$ cat config.mk
export PLATFORM = sky130hd
export DESIGN_NAME = seven_seg_scanner
export DESIGN_NICKNAME = d
export VERILOG_FILES = /design/src/rtl/seven_seg_scanner.sv
export SDC_FILE = /design/constraint.sdc
export NUM_CORES = 1
export LEC_CHECK = 0
export ABC_AREA = 1
export BUFFER_PORTS_ARGS = -buffer_cell sky130_fd_sc_hd__buf_2
export CAP_MARGIN = 10
export CELL_PAD_IN_SITES_DETAIL_PLACEMENT = 0
export CELL_PAD_IN_SITES_GLOBAL_PLACEMENT = 1
export CORE_MARGIN = 4
export CORE_UTILIZATION = 46
export DETAILED_ROUTE_END_ITERATION = 12
export PLACE_DENSITY_LB_ADDON = 0.05
export SLEW_MARGIN = 15
export SYNTH_ARGS = -nofsm -noshare
export SYNTH_HDL_FRONTEND = slang
export SYNTH_SLANG_ARGS = --single-unit
export TNS_END_PERCENT = 10
$ cat constraint.sdc
create_clock -name clk -period 4.3 [get_ports clk]
set_clock_uncertainty 0.05 [all_clocks]
set_input_delay 0.215 -clock clk [delete_from_list [all_inputs] [get_ports clk]]
set_output_delay 0.215 -clock clk [all_outputs]
set_load 0.05 [all_outputs]
$ cat src/rtl/seven_seg_scanner.sv
`default_nettype none
// ============================================================================
// Module      : seven_seg_scanner
// Description : Time-multiplexed driver for a four-digit common-anode
//               7-segment display. A 16-bit hex value plus decimal points is
//               captured into a pending register on load and handed to the
//               display register only at frame boundaries, so a digit never
//               tears mid-frame. Each digit slot opens with a ghost-blanking
//               gap (all anodes off) so segments never bleed between digits.
// Ports       : clk        - system clock
//               reset      - synchronous, active-high reset
//               value      - four hex nibbles, value[3:0] drives an[0]
//               load       - one-cycle strobe capturing value/dp_in
//               dp_in      - decimal-point enables per digit, active-high
//               blank      - per-digit force-blank mask (live)
//               lz_en      - leading-zero blanking enable (live)
//               seg        - {g,f,e,d,c,b,a}, active-low
//               dp         - decimal point, active-low
//               an         - anodes, active-low, at most one low
//               frame_done - one-cycle pulse after digit 3's slot ends
// Revision    : 1.0 - initial release
// ============================================================================
module seven_seg_scanner #(
    parameter int REFRESH_DIV = 100000,
    parameter int GHOST_CYC   = 500
) (
    input  logic        clk,
    input  logic        reset,
    input  logic [15:0] value,
    input  logic        load,
    input  logic [3:0]  dp_in,
    input  logic [3:0]  blank,
    input  logic        lz_en,
    output logic [6:0]  seg,
    output logic        dp,
    output logic [3:0]  an,
    output logic        frame_done
);

    localparam int              c_CNT_W = (REFRESH_DIV > 1) ? $clog2(REFRESH_DIV) : 1;
    localparam logic [c_CNT_W-1:0] c_TC    = c_CNT_W'(REFRESH_DIV - 1);
    localparam logic [c_CNT_W-1:0] c_GHOST = c_CNT_W'(GHOST_CYC);
    localparam logic [c_CNT_W-1:0] c_ONE   = c_CNT_W'(1);

    // Encoding equals the digit index, so the state doubles as the digit select.
    localparam logic [1:0] c_D0 = 2'd0;
    localparam logic [1:0] c_D1 = 2'd1;
    localparam logic [1:0] c_D2 = 2'd2;
    localparam logic [1:0] c_D3 = 2'd3;

    logic [c_CNT_W-1:0] r_cnt;
    logic [1:0]         r_state;
    logic [1:0]         w_state_nxt;

    logic [15:0]        r_pend_val;
    logic [3:0]         r_pend_dp;
    logic               r_pend_v;
    logic [15:0]        r_disp_val;
    logic [3:0]         r_disp_dp;

    logic               w_tc;
    logic               w_fb;
    logic [1:0]         w_dig;
    logic [3:0]         w_nib;
    logic [6:0]         w_seg_dec;
    logic [3:0]         w_lz;
    logic               w_blank_cur;
    logic [3:0]         w_an_nxt;
    logic [6:0]         w_seg_nxt;
    logic               w_dp_nxt;

    assign w_tc  = (r_cnt == c_TC);
    assign w_fb  = w_tc && (r_state == c_D3);
    assign w_dig = r_state;

    // ------------------------------------------------------------------
    // Slot prescaler
    // ------------------------------------------------------------------
    always_ff @(posedge clk) begin
        if (reset) begin
            r_cnt <= '0;
        end else if (w_tc) begin
            r_cnt <= '0;
        end else begin
            r_cnt <= r_cnt + c_ONE;
        end
    end

    // ------------------------------------------------------------------
    // Digit FSM: state register
    // ------------------------------------------------------------------
    always_ff @(posedge clk) begin
        if (reset) begin
            r_state <= c_D0;
        end else begin
            r_state <= w_state_nxt;
        end
    end

    // Digit FSM: next state, advancing only on terminal count
    always_comb begin
        w_state_nxt = r_state;
        if (w_tc) begin
            case (r_state)
                c_D0:    w_state_nxt = c_D1;
                c_D1:    w_state_nxt = c_D2;
                c_D2:    w_state_nxt = c_D3;
                c_D3:    w_state_nxt = c_D0;
                default: w_state_nxt = c_D0;
            endcase
        end
    end

    // ------------------------------------------------------------------
    // Pending and display registers. A load coinciding with the frame
    // boundary bypasses the pending register and wins over older data.
    // ------------------------------------------------------------------
    always_ff @(posedge clk) begin
        if (reset) begin
            r_pend_val <= '0;
            r_pend_dp  <= '0;
            r_pend_v   <= 1'b0;
            r_disp_val <= '0;
            r_disp_dp  <= '0;
        end else if (w_fb) begin
            r_pend_v <= 1'b0;
            if (load) begin
                r_disp_val <= value;
                r_disp_dp  <= dp_in;
            end else if (r_pend_v) begin
                r_disp_val <= r_pend_val;
                r_disp_dp  <= r_pend_dp;
            end
        end else if (load) begin
            r_pend_val <= value;
            r_pend_dp  <= dp_in;
            r_pend_v   <= 1'b1;
        end
    end

    // ------------------------------------------------------------------
    // Leading-zero detection: digit d is suppressed when it and every
    // higher nibble are zero. Digit 0 always shows.
    // ------------------------------------------------------------------
    generate
        for (genvar d = 0; d < 4; d++) begin : g_lz
            if (d == 0) begin : g_lz_dig0
                assign w_lz[d] = 1'b0;
            end else begin : g_lz_dign
                assign w_lz[d] = lz_en && (r_disp_val[15:4*d] == '0);
            end
        end
    endgenerate

    assign w_nib       = r_disp_val[{w_dig, 2'b00} +: 4];
    assign w_blank_cur = blank[w_dig] | w_lz[w_dig];

    // Hex to active-low segment decode, bit order {g,f,e,d,c,b,a}
    always_comb begin
        w_seg_dec = 7'b1111111;
        case (w_nib)
            4'h0: w_seg_dec = 7'b1000000;
            4'h1: w_seg_dec = 7'b1111001;
            4'h2: w_seg_dec = 7'b0100100;
            4'h3: w_seg_dec = 7'b0110000;
            4'h4: w_seg_dec = 7'b0011001;
            4'h5: w_seg_dec = 7'b0010010;
            4'h6: w_seg_dec = 7'b0000010;
            4'h7: w_seg_dec = 7'b1111000;
            4'h8: w_seg_dec = 7'b0000000;
            4'h9: w_seg_dec = 7'b0010000;
            4'hA: w_seg_dec = 7'b0001000;
            4'hB: w_seg_dec = 7'b0000011;
            4'hC: w_seg_dec = 7'b1000110;
            4'hD: w_seg_dec = 7'b0100001;
            4'hE: w_seg_dec = 7'b0000110;
            4'hF: w_seg_dec = 7'b0001110;
            default: w_seg_dec = 7'b1111111;
        endcase
    end

    // ------------------------------------------------------------------
    // Digit FSM: output decode. A blanked digit keeps its anode driven so
    // the scan duty cycle stays uniform across digits.
    // ------------------------------------------------------------------
    always_comb begin
        w_an_nxt  = 4'b1111;
        w_seg_nxt = 7'b1111111;
        w_dp_nxt  = 1'b1;
        if (r_cnt >= c_GHOST) begin
            w_an_nxt[w_dig] = 1'b0;
            if (!w_blank_cur) begin
                w_seg_nxt = w_seg_dec;
                w_dp_nxt  = ~r_disp_dp[w_dig];
            end
        end
    end

    // Registered outputs: one cycle of latency from counter/FSM state
    always_ff @(posedge clk) begin
        if (reset) begin
            an         <= 4'b1111;
            seg        <= 7'b1111111;
            dp         <= 1'b1;
            frame_done <= 1'b0;
        end else begin
            an         <= w_an_nxt;
            seg        <= w_seg_nxt;
            dp         <= w_dp_nxt;
            frame_done <= w_fb;
        end
    end

endmodule
`default_nettype wire

==> impl_metrics.yaml, run 1 <==
setup_path:
  crit_end: "seg[3]$_SDFF_PP1_"
  worstSetupPathType: "flop to flop"
  crit_fanout: 19
  cp.required_ns: 4.48
  arrival_ns: 2.39
  critPathCaptureType: "flop"
  reg2reg_depth: 12
  startpoint: "r_state[0]$_SDFFE_PP0N_"
  worstReg2RegEnd: "seg[3]$_SDFF_PP1_"
  rrSetupSlack_ns: 2.08
  r2r-start: "r_state[0]$_SDFFE_PP0N_"
  crit_path_start_kind: "flop"
sta:
  hold_violations: 0
  drv_slew: 0
  setup_viol: 0
  rsz0062_at_grt: "no"
  worstMarginPinSlew_ns: 0.827
  setup_slack_ns: 2.08
  relSlewSlack_pct: 44.8
  post-route-min-period_ns: 2.22
  fin_crit_sh_pct: 51.6
  tns_ns: 0
  max_freq_mhz: 450
placement:
  globalplace.congestion: 0.874
  preCtsSetupSlack_ns: 2.11
  portBuffers: 40
  place_area_um2: 4160
  hpwl_um: 5520
route:
  wl_per_cell_um: 11.5
  drtPass1Iterations: 4
  routed_wl_um: 8010
  num_vias: 3203
  drt_iter0_drc: 97
  drc: 0
  viasPerCell: 4.62
  ant_nets: 0
outcome:
  status: "complete, no violations"
grt:
  grt_pass1_vias: 2945
  antenna_found_initial: 0
  grt_usage_pct: 16.7
  grt_pass1_wl_um: 13700
  overflow: 0
  grt_max_degree: 61
logic_synthesis:
  syn_inst: 555
  synth_fp_nets: 596
  yosys_warnings: 0
  ys_seq_elements: 73
  synth_top_area_share_pct: 36.8
  synth_area_um2: 3980
  synth.distinct_cells: 32
  avgSynthCellArea_um2: 7.16
  yosysTopAreaCell: "dfxtp_1"
  yosys-top-cells-area: "dfxtp_1 37%, nand2_1 13%, nor2_1 8.8%, inv_1 6.1%, mux2_2 5.7%"
  ys_seq_area_share_pct: 36.8
floorplan:
  die_w_um: 101
  die_h_um: 101
  row_count: 33
  fp.dieArea_um2: 10200
  core_um2: 8300
  start_util_pct: 47.9
  ios: 41
clocking:
  post_cts_buffers: 0
  tritoncts: "done"
  h-tree-depth: 3
  clkLatencyLatePin_ns: 0.34
  root_buffer: "clkbuf_8"
  post_cts_resized: 0
  cts.path.max_buffers: 2
  cts_sinks: 73
  clk_pin_slew_worst_paths_ns: 0.07
  cts_buffers: 9
hold_path:
  whs_path_depth: 5
  hp-class: "input port to flop"
run:
  drv_cap: 0
layout:
  multi_input_area_um2: 2090
  fin_nets: 626
  layout_commonest_cell: "nand2_1"
  final_cell_mix: "135 x nand2_1, 93 x nor2_1, 73 x dfxtp_1"
  fillCellCount: 835
  seqCellArea_um2: 1460
  final_layout_size_suffix_gt1_share_pct: 19.4
  syn_to_final_growth_pct: 10.2
  stdcell_area_um2: 4380
  num_antenna_cells: 0
power:
  p_total_mw: 1.37
  peakVddDrop_v: 0.000177
  leakage_nw: 2.10
  p_per_area_nw_per_um2: 313
## layer usage
layer | up-vias | global-route usage (%) | wire [um]
met5 | - | 0 | 0
met4 | 0 | 5.01 | 82
met3 | 8 | 4.29 | 319
met2 | 40 | 25.7 | 3370
met1 | 1371 | 22.9 | 4240
li1 | 1784 | - | -
## kinds of logic (layout without fill, tap and decap cells)
logic type | after synthesis | count (layout) | synth area share (%)
and+or+nand+nor | 301 | 301 | 35.3
buffers and inverters | 95 | 129 | 10.7
xor gates and xnor gates | 7 | 7 | 1.54
adders and majority gates | 13 | 13 | 4.09
AOI/OAI and AO/OA | 46 | 46 | 5.95
DFF | 73 | 73 | 36.8
muxes | 20 | 20 | 5.66
## critical path, cell delays in order (launching register included)
cell and delay (ns):
dfxtp_1 0.60, inv_2 0.25, nand2_1 0.13, nand3_1 0.08
nand2_1 0.22, inv_1 0.13, ha_1 0.23, nand3_1 0.14
nand2_1 0.07, nand2_1 0.05, nand2_1 0.05, inv_1 0.04
nand2_1 0.04
## timing repair
item | 4_1_cts | 5_1_grt
endpoints found under the hold margin | 1 | 0
setup endpoints to repair | 0 | 0
hold buffers | 1 | 0
## flip-flops by register name, indices dropped and copies added (netlist names)
signal	count
r_disp_dp	4
r_state	2
r_cnt	17
frame_done	1
r_pend_v	1
r_pend_val	16
r_pend_dp	4
r_disp_val	16
dp	1
an	4
seg	7
## per-stage QoR
stage               instances  utilization [%]  hold WS (ns)
global placement          678             50.1         0.347
finish                    694             52.8         0.141
global route              694             52.8         0.154
detailed placement        678             50.1         0.351
CTS                       694             52.8         0.127
floorplan                 555                -         0.237
## final cells by class
class | count | share of cell area, %
Timing Repair Buffer | 42 | 4.97
Multi-Input combinational cell | 387 | 47.7
Sequential cell | 73 | 33.4
Inverter | 72 | 6.17
Clock inverter | 3 | 1.48
Tap cell | 105 | 3.00
Clock buffer | 12 | 3.31
## worst min path at each step
stage                         start                          end  slack (ns)
after floorplan               reset        frame_done$_SDFF_PP0_        0.24
after global placement        reset        frame_done$_SDFF_PP0_        0.35
after detailed placement      reset        frame_done$_SDFF_PP0_        0.35
after CTS                  value[3]   r_pend_val[3]$_SDFFE_PP0P_        0.13
after global routing      value[13]  r_pend_val[13]$_SDFFE_PP0P_        0.15
final                      value[3]   r_pend_val[3]$_SDFFE_PP0P_        0.14
## cells in the mapped netlist
cell	n
a21oi_1	29
a31oi_1	2
buf_1	2
buf_2	12
buf_4	2
buf_6	6
clkbuf_1	1
dfxtp_1	73
ha_1	13
inv_1	65
inv_2	7
mux2_2	20
nand2_1	135
nand2_2	3
nand3_1	24
nand3_2	19
nand3_4	2
nand4_1	5
nand4_4	1
nor2_1	93
nor2_2	3
nor2_4	1
nor2_8	1
nor3_1	9
nor3_2	1
nor3b_1	2
o21ai_0	11
o21ai_1	3
o22a_1	1
or2_2	2
xnor2_1	1
xor2_1	6
## power by group
group / total (mW) / internal, mW / leakage, nW / switching [mW]
combinational: 0.0937 / 0.0439 / 1.40 / 0.0499
clock: 0.580 / 0.339 / 0.106 / 0.241
sequential: 0.700 / 0.692 / 0.595 / 0.00786
total: 1.37 / 1.07 / 2.10 / 0.299
Note: power is estimated with default switching activity, not from simulation.
==> run 2: changes to the inputs <==
- CORE_UTILIZATION: 46 -> 43
- clock period: 4.3 -> 2.3 ns (I/O delays scaled with it)
==> run 2 against run 1 <==
Against the previous run:
- global-route usage fell by 0.12 points
- worst hold slack got worse by 0.11 ns
- sequential power rose by 87%
- clock-buffer cell count fell by 1
- maximum frequency rose by 21%
- routed wire length rose by 7.5%
- largest power group unchanged
- highest routed layer unchanged
==> impl_metrics.yaml, run 2 (synthesis gave the netlist of run 1 again) <==
outcome:
  status: "complete, no violations"
power:
  p_per_area_nw_per_um2: 610
  p_total_mw: 2.73
  peakVddDrop_v: 0.000371
  leakage_nw: 2.15
sta:
  tns_ns: 0
  drv_slew: 0
  relSlewSlack_pct: 66.9
  post-route-min-period_ns: 1.83
  max_freq_mhz: 545
  worstMarginPinSlew_ns: 0.494
  fin_crit_sh_pct: 79.7
  setup_viol: 0
  hold_violations: 0
  setup_slack_ns: 0.466
  rsz0062_at_grt: "no"
clocking:
  clk_pin_slew_worst_paths_ns: 0.09
  post_cts_resized: 0
  clkLatencyLatePin_ns: 0.35
  cts.path.max_buffers: 2
  cts_sinks: 73
  h-tree-depth: 3
  cts_buffers: 9
  tritoncts: "done"
  root_buffer: "clkbuf_8"
setup_path:
  cp.required_ns: 2.54
  worstReg2RegEnd: "seg[5]$_SDFF_PP1_"
  arrival_ns: 2.07
  critPathCaptureType: "flop"
  worstSetupPathType: "flop to flop"
  crit_path_start_kind: "flop"
  rrSetupSlack_ns: 0.47
  r2r-start: "r_state[1]$_SDFFE_PP0N_"
  crit_fanout: 12
  reg2reg_depth: 9
layout:
  fin_util_pct: 50.7
  multi_input_area_um2: 2090
  final_cell_mix: "135 x nand2_1, 93 x nor2_1, 73 x dfxtp_1"
  instances_no_fill: 703
  fin_nets: 631
  largest_reg_flops: 17
  final_layout_size_suffix_gt1_share_pct: 20.3
  num_antenna_cells: 0
  fillCellCount: 929
  syn_to_final_growth_pct: 12.7
  regMostFlops: "r_cnt"
  reg.largest.list: "r_cnt (17), r_disp_val (16), r_pend_val (16)"
  layout_commonest_cell: "nand2_1"
  seqCellArea_um2: 1460
placement:
  hpwl_um: 6030
  portBuffers: 40
  preCtsSetupSlack_ns: 0.485
  placedCellCount: 686
  globalplace.congestion: 0.816
grt:
  antenna_found_initial: 0
  grt_max_degree: 61
  overflow: 0
  grt_pass1_wl_um: 14900
  grt_pass1_vias: 3141
  grt_usage_pct: 16.5
route:
  viasPerCell: 4.72
  drc: 0
  drt_iter0_drc: 78
  routed_wl_um: 8610
  num_vias: 3321
  wl_per_cell_um: 12.3
  ant_nets: 0
  drtPass1Iterations: 4
floorplan:
  ios: 41
  die_w_um: 104
  row_count: 34
  fp.dieArea_um2: 10800
  start_util_pct: 44.9
  core_um2: 8850
  die_h_um: 104
hold_path:
  min_to: "r_pend_val[12]$_SDFFE_PP0P_"
  whs_path_depth: 5
  worstHoldStart: "value[12]"
  hp-class: "input port to flop"
run:
  drv_cap: 0
[run 2: cell types whose count changed in the layout (fill, tap and decap cells not counted)]
cell	previous run	this run
clkinvlp_4	0	1
buf_4	1	4
buf_12	0	2
clkbuf_1	2	1
bufinv_16	2	3
[run 2: through the flow]
stage / hold slack, ns / instance area, um2
floorplan: 0.137 / 3980
global placement: 0.263 / 4230
detailed placement: 0.265 / 4230
CTS: 0.0260 / 4480
global route: 0.0491 / 4480
finish: 0.0290 / 4480
[run 2: metal layers]
metal,up-vias,part of all wire [%],track usage (%)
met1,1444,52,23.5
met3,16,4.0,2.79
met5,-,0,0
met2,60,41,24.4
li1,1801,-,-
met4,0,2.7,7.60
[run 2: final cells by class]
type | instances | share of cell area [%]
multi-input combinational | 387 | 46.7
sequential | 73 | 32.6
timing repair buffer | 47 | 6.25
inverter | 72 | 6.03
clock buffer | 11 | 3.15
tap | 108 | 3.02
clock inverter | 5 | 2.29
[run 2: timing repair]
item                                   4_1_cts  5_1_grt
hold buffers                                 1        0
endpoints found under the hold margin        1        0
setup buffers                                0        0
[run 2: critical path, stage by stage (launching register included)]
cell     delay, ns
dfxtp_1       0.54
inv_2         0.19
nand3_1       0.12
nand2_1       0.14
inv_1         0.16
ha_1          0.18
nand3_1       0.12
a21oi_1       0.18
nor2_1        0.05
nand2_1       0.06
[run 2: worst max path at each step]
| stage | start | end | slack [ns] | cells after the start |
|---|---|---|---|---|
| finish | r_state[1]$_SDFFE_PP0N_ | seg[5]$_SDFF_PP1_ | 0.47 | 9 |
| CTS | r_cnt[0]$_SDFF_PP0_ | r_disp_val[6]$_SDFFE_PP0P_ | 0.48 | 9 |
| global route | r_state[1]$_SDFFE_PP0N_ | seg[5]$_SDFF_PP1_ | 0.24 | 9 |
| global placement | r_state[1]$_SDFFE_PP0N_ | seg[6]$_SDFF_PP1_ | 0.51 | 9 |
| detailed placement | r_state[1]$_SDFFE_PP0N_ | seg[3]$_SDFF_PP1_ | 0.49 | 11 |
| floorplan | r_state[0]$_SDFFE_PP0N_ | seg[3]$_SDFF_PP1_ | 0.61 | 13 |
[run 2: report_power, final]
group / switching, mW / total, mW / internal [mW] / leakage [nW]
combinational: 0.0954 / 0.181 / 0.0853 / 1.44
clock: 0.495 / 1.24 / 0.750 / 0.120
sequential: 0.0154 / 1.31 / 1.29 / 0.595
total: 0.606 / 2.73 / 2.13 / 2.15
